`src/rtl/alu_pkg.sv`:
```
// ============================================================================
// Module      : alu_pkg
// Description : Shared ALU result-path types: skid-buffer state and result entry.
// Revision    : 1.0 - initial release
// ============================================================================
`default_nettype none

package alu_pkg;

    localparam int ALU_WIDTH = 32;
    localparam int ALU_TAG_W = 4;

    typedef enum logic [1:0] {
        EMPTY = 2'd0,
        ONE   = 2'd1,
        FULL  = 2'd2
    } state_t;

    typedef struct packed {
        logic [ALU_WIDTH-1:0] result;
        logic [ALU_TAG_W-1:0] tag;
        logic                 carry;
        logic                 zero;
        logic                 neg;
    } entry_t;

endpackage

`default_nettype wire

```
`src/rtl/alu_flag_gen.sv`:
```
// ============================================================================
// Module      : alu_flag_gen
// Description : Combinational zero/negative flag generation for an ALU result.
// Revision    : 1.0 - initial release
// ============================================================================
`default_nettype none

module alu_flag_gen #(
    parameter int WIDTH = 32
) (
    input  logic [WIDTH-1:0] result,
    output logic             zero,
    output logic             neg
);

    assign zero = (result == '0);
    assign neg  = result[WIDTH-1];

endmodule

`default_nettype wire

```
`src/rtl/alu_result_stage.sv`:
```
// ============================================================================
// Module      : alu_result_stage
// Description : Registered ALU result stage with 2-entry skid buffer and
//               delivered-result counter.
// Revision    : 1.0 - initial release
// ============================================================================
`default_nettype none

module alu_result_stage
    import alu_pkg::*;
#(
    parameter int WIDTH = ALU_WIDTH,
    parameter int TAG_W = ALU_TAG_W,
    parameter int CNT_W = 16
) (
    input  logic             clk,
    input  logic             rst_n,
    input  logic             flush,
    input  logic             in_valid,
    output logic             in_ready,
    input  logic [WIDTH-1:0] in_result,
    input  logic [TAG_W-1:0] in_tag,
    input  logic             in_carry,
    output logic             out_valid,
    input  logic             out_ready,
    output logic [WIDTH-1:0] out_result,
    output logic [TAG_W-1:0] out_tag,
    output logic             out_zero,
    output logic             out_neg,
    output logic             out_carry,
    output logic [CNT_W-1:0] result_count
);

    state_t     state;
    state_t     state_nxt;
    entry_t     head;
    entry_t     skid;
    entry_t     in_entry;
    logic       in_zero;
    logic       in_neg;
    logic       accept;
    logic       deliver;
    logic       load_head_in;
    logic       load_head_skid;
    logic       load_skid;

    alu_flag_gen #(
        .WIDTH (WIDTH)
    ) u_flag_gen (
        .result (in_result),
        .zero   (in_zero),
        .neg    (in_neg)
    );

    assign in_entry = '{result: in_result, tag: in_tag, carry: in_carry,
                        zero: in_zero, neg: in_neg};

    // Ready is decoded purely from registered state so writeback stall never
    // forms a combinational path back to the producer.
    assign in_ready  = (state != FULL);
    assign out_valid = (state != EMPTY);
    assign accept    = in_valid & in_ready;
    assign deliver   = out_valid & out_ready;

    always_ff @(posedge clk or negedge rst_n) begin
        if (!rst_n) begin
            state <= EMPTY;
        end else begin
            state <= state_nxt;
        end
    end

    always_comb begin
        state_nxt      = state;
        load_head_in   = 1'b0;
        load_head_skid = 1'b0;
        load_skid      = 1'b0;
        if (flush) begin
            state_nxt = EMPTY;
        end else begin
            case (state)
                EMPTY: begin
                    if (accept) begin
                        state_nxt    = ONE;
                        load_head_in = 1'b1;
                    end
                end
                ONE: begin
                    if (accept && !deliver) begin
                        state_nxt = FULL;
                        load_skid = 1'b1;
                    end else if (!accept && deliver) begin
                        state_nxt = EMPTY;
                    end else if (accept && deliver) begin
                        load_head_in = 1'b1;
                    end
                end
                FULL: begin
                    if (deliver) begin
                        state_nxt      = ONE;
                        load_head_skid = 1'b1;
                    end
                end
                default: begin
                    state_nxt = EMPTY;
                end
            endcase
        end
    end

    always_ff @(posedge clk or negedge rst_n) begin
        if (!rst_n) begin
            head <= '0;
            skid <= '0;
        end else begin
            if (load_head_in) begin
                head <= in_entry;
            end else if (load_head_skid) begin
                head <= skid;
            end
            if (load_skid) begin
                skid <= in_entry;
            end
        end
    end

    // A delivery in a flush cycle still counts: writeback consumed it.
    always_ff @(posedge clk or negedge rst_n) begin
        if (!rst_n) begin
            result_count <= '0;
        end else if (deliver) begin
            result_count <= result_count + 1'b1;
        end
    end

    assign out_result = head.result;
    assign out_tag    = head.tag;
    assign out_zero   = head.zero;
    assign out_neg    = head.neg;
    assign out_carry  = head.carry;

endmodule

`default_nettype wire

```
`config.mk`:
```
export PLATFORM = sky130hd
export DESIGN_NAME = alu_result_stage
export DESIGN_NICKNAME = d
export VERILOG_FILES = /design/src/rtl/alu_pkg.sv /design/src/rtl/alu_flag_gen.sv /design/src/rtl/alu_result_stage.sv
export SDC_FILE = /design/constraint.sdc
export NUM_CORES = 1
export LEC_CHECK = 0
export CORE_ASPECT_RATIO = 1.1
export CORE_MARGIN = 2
export CORE_UTILIZATION = 53
export DETAILED_ROUTE_END_ITERATION = 8
export PLACE_DENSITY_LB_ADDON = 0.3
export SLEW_MARGIN = 20
export SYNTH_ARGS = -nofsm -noshare
export SYNTH_HDL_FRONTEND = slang
export SYNTH_SLANG_ARGS = --single-unit
export TNS_END_PERCENT = 100
```
`constraint.sdc`:
```
create_clock -name clk -period 3.62 [get_ports clk]
set_input_delay 0.905 -clock clk [delete_from_list [all_inputs] [get_ports clk]]
set_output_delay 0.905 -clock clk [all_outputs]
set_load 0.03 [all_outputs]
```
==> reports/metrics.yaml <==
grt_max_degree: 56
dpl_worst_slack_ps: 686
areaGrowthSynthToFinish_pct: 30.4
synth_edf_count: 0
max-vdd-ir-drop_uv: 394
drv_cap: 0
root_buffer: "clkbuf_8"
die_h_um: 95.0
synth.largest_area_cell: "dfrtp_1"
viasPerCell: 5.42
grt_pass1_vias: 2875
outcome: "finished, final reports clean"
arrival_ps: 1780
initial_core_util_pct: 54.0
critPathLaunchType: "flip-flop"
hold_buffers: 0
setup_ws_ps: 933
yosysMostFrequentCell: "dfrtp_1"
num_antenna_cells: 0
yosys_most_used_dff: "dfrtp_1"
clock_latency_ps: 350
ys_seq_area_share_pct: 58.9
final_antenna_net_count: 0
tightest_slew_ps: 697
wl_per_cell_um: 15.9
clk_pin_slew_worst_paths_ps: 90
synth-compound-area-share_pct: 8.15
synthTopCellsByArea: "dfrtp_1 59%, mux2_2 8.2%, nand2_1 7.1%, a22oi_1 6.2%, mux2_4 3.8%"
maxSlewViolCount: 0
yosys.cell_types.count: 35
timing.final.crit_share_pct: 74.2
syn_area_mm2: 0.00399
first_pass_iters: 4
cts_tree: "built"
grt.overflow.total: 0
crit_fanout: 8
switching_power_w: 0.000909
grt_setup_unrepaired: "no"
fill_cells: 545
p_per_area_mw_per_mm2: 548
power_frac_comb_pct: 28.2
ys_ff_latch: 94
final-setup-viol-count: 0
hold_violations: 0
core_area_mm2: 0.00739
synthArstFlopShare_pct: 100
place_congestion: 0.806
ys_top_cells_by_count: "94 x dfrtp_1, 75 x nand2_1, 33 x a22oi_1"
postCtsSetupRepairBufs: 0
cp_top_family: "buffers and inverters"
netlist.area_leader.share_pct: 58.9
die_w_um: 86.8
avgSynthCellArea_um2: 12.1
vias: 2813
worstSetupEndpointType: "output pin"
synth_xor_area_share_pct: 3.29
layout-drive-gt1-share_pct: 16.2
drc: 0
leakage_nw: 2.35
critical_path_class: "reg2out"
cp.buffers_inverters: 1
cpPeakStageDelay_ps: 600
antenna_found_initial: 0
synth_top_family_by_area: "multiplexers"
cts_buffers: 9
fmax_mhz: 372
hp-class: "reg2reg"
cp_slowest_cell: "clkdlybuf4s50_1"
dp.final_hpwl_um: 5910
p_int_w: 0.00194
crit_chain: "or2_2, clkdlybuf4s50_1"
drt-total-wl_um: 8280
cts_sinks: 94
grt_pass1_wl_um: 13900
clockBufferDepth: 2
yosysWarnings: 0
cp.required_ps: 2710
cts_resized: 0
dr.first_iter.drc_count: 115
htreeDepth: 3
synthCells: 330
grtUsageTotal_pct: 21.7
synth_mux_area_share_pct: 13.4
synth_fa_ha_area_share_pct: 0.313
synthSimpleGateAreaFrac_pct: 12.9
dieArea_mm2: 0.00824
power_frac_seq_pct: 49.8
clkPwrFrac_pct: 22.0
tns_ps: 0
max-slew-margin-rel_pct: 53.5
postSynthNetCount: 373
num_io_pins: 99
skew_ps: 14.3
numPortBuffers: 98
rows: 33
period_needed_ps: 2690
p_sw_share_pct: 31.9
nNetsFinal: 470
==> layout by cell type (no fill, tap or decap), types with 2 or more instances in the layout <==
| cell type | Yosys | routed |
|---|---|---|
| clkbuf_8 | 0 | 10 |
| buf_4 | 1 | 8 |
| nor4_1 | 9 | 9 |
| or2_2 | 2 | 2 |
| o21ai_0 | 4 | 4 |
| xor2_1 | 4 | 4 |
| clkinv_2 | 0 | 2 |
| dfrtp_1 | 94 | 94 |
| inv_6 | 0 | 2 |
| mux2i_1 | 6 | 6 |
| a22oi_1 | 33 | 33 |
| nand2_1 | 75 | 75 |
| xnor2_1 | 11 | 11 |
| mux2_4 | 10 | 10 |
| nand3_1 | 4 | 4 |
| nand4_1 | 6 | 6 |
| nand2b_1 | 2 | 2 |
| nor2_1 | 5 | 5 |
| clkdlybuf4s50_1 | 0 | 97 |
| mux2_2 | 29 | 29 |
| and2_1 | 2 | 2 |
==> flip-flops by register name, summed over array words and instances (netlist names) <==
register / flops
state: 2
skid: 38
out_result: 32
result_count: 16
out_tag: 4
out_zero: 1
out_carry: 1
==> power groups by stage <==
stage               logic (W)  registers [W]  clock network (W)
global placement     0.000792        0.00143                  0
global route         0.000863        0.00145           0.000694
CTS                  0.000812        0.00142           0.000650
floorplan            0.000278        0.00161                  0
finish               0.000803        0.00142           0.000628
detailed placement   0.000811        0.00144                  0
==> final cells by class <==
type | count | area, um^2 | share of cell area, %
clock buffer | 10 | 138 | 2.64
clock inverter | 6 | 43.8 | 0.841
inverter | 1 | 3.75 | 0.0721
multi-input combinational | 216 | 1530 | 29.4
sequential | 94 | 2350 | 45.2
tap | 87 | 109 | 2.09
timing repair buffer | 105 | 1030 | 19.8
==> tightest hold or removal path, stage by stage, from the launching register on <==
cell and delay (ps):
dfrtp_1 350, nand2_1 50, nand2_1 50
==> per-layer routing <==
layer / global-route usage, % / share of wire, %
met1: 30.0 / 45
met2: 33.5 / 48
met3: 4.33 / 5.5
met4: 9.11 / 1.6
met5: 0 / 0
==> worst paths after layout <==
check	endpoint	depth (start not counted)	slack, ps	start
max reg2reg	skid[3]$_DFFE_PN0P_	4	1640	state[1]$_DFFE_PN0P_
min	out_tag[3]$_DFFE_PN0P_	2	480	out_tag[3]$_DFFE_PN0P_
min in group asynchronous	skid[27]$_DFFE_PN0P_	1	600	rst_n
max	out_valid	2	930	state[1]$_DFFE_PN0P_
min reg2reg	out_tag[3]$_DFFE_PN0P_	2	480	out_tag[3]$_DFFE_PN0P_
max in group asynchronous	out_result[21]$_DFFE_PN0P_	2	2260	rst_n
==> cell families after synthesis <==
kind of cell / after synthesis
xor+xnor: 15
flops: 94
mux: 45
fa+ha+maj: 1
simple gates: 111
compound gates: 44
buf+inv: 20
==> through the flow <==
step           total power [W]  utilization, %  instances  cell area [um^2]  hold slack, ps
3_3_place_gp           0.00222            68.0        503              5020             459
5_1_grt                0.00300            70.4        519              5200             508
6_report               0.00285            70.4        519              5200             477
2_1_floorplan          0.00189               -        330              3990             456
3_5_place_dp           0.00225            68.0        503              5020             461
4_1_cts                0.00288            70.4        519              5200             483
Power figures use the tool's default switching activity.
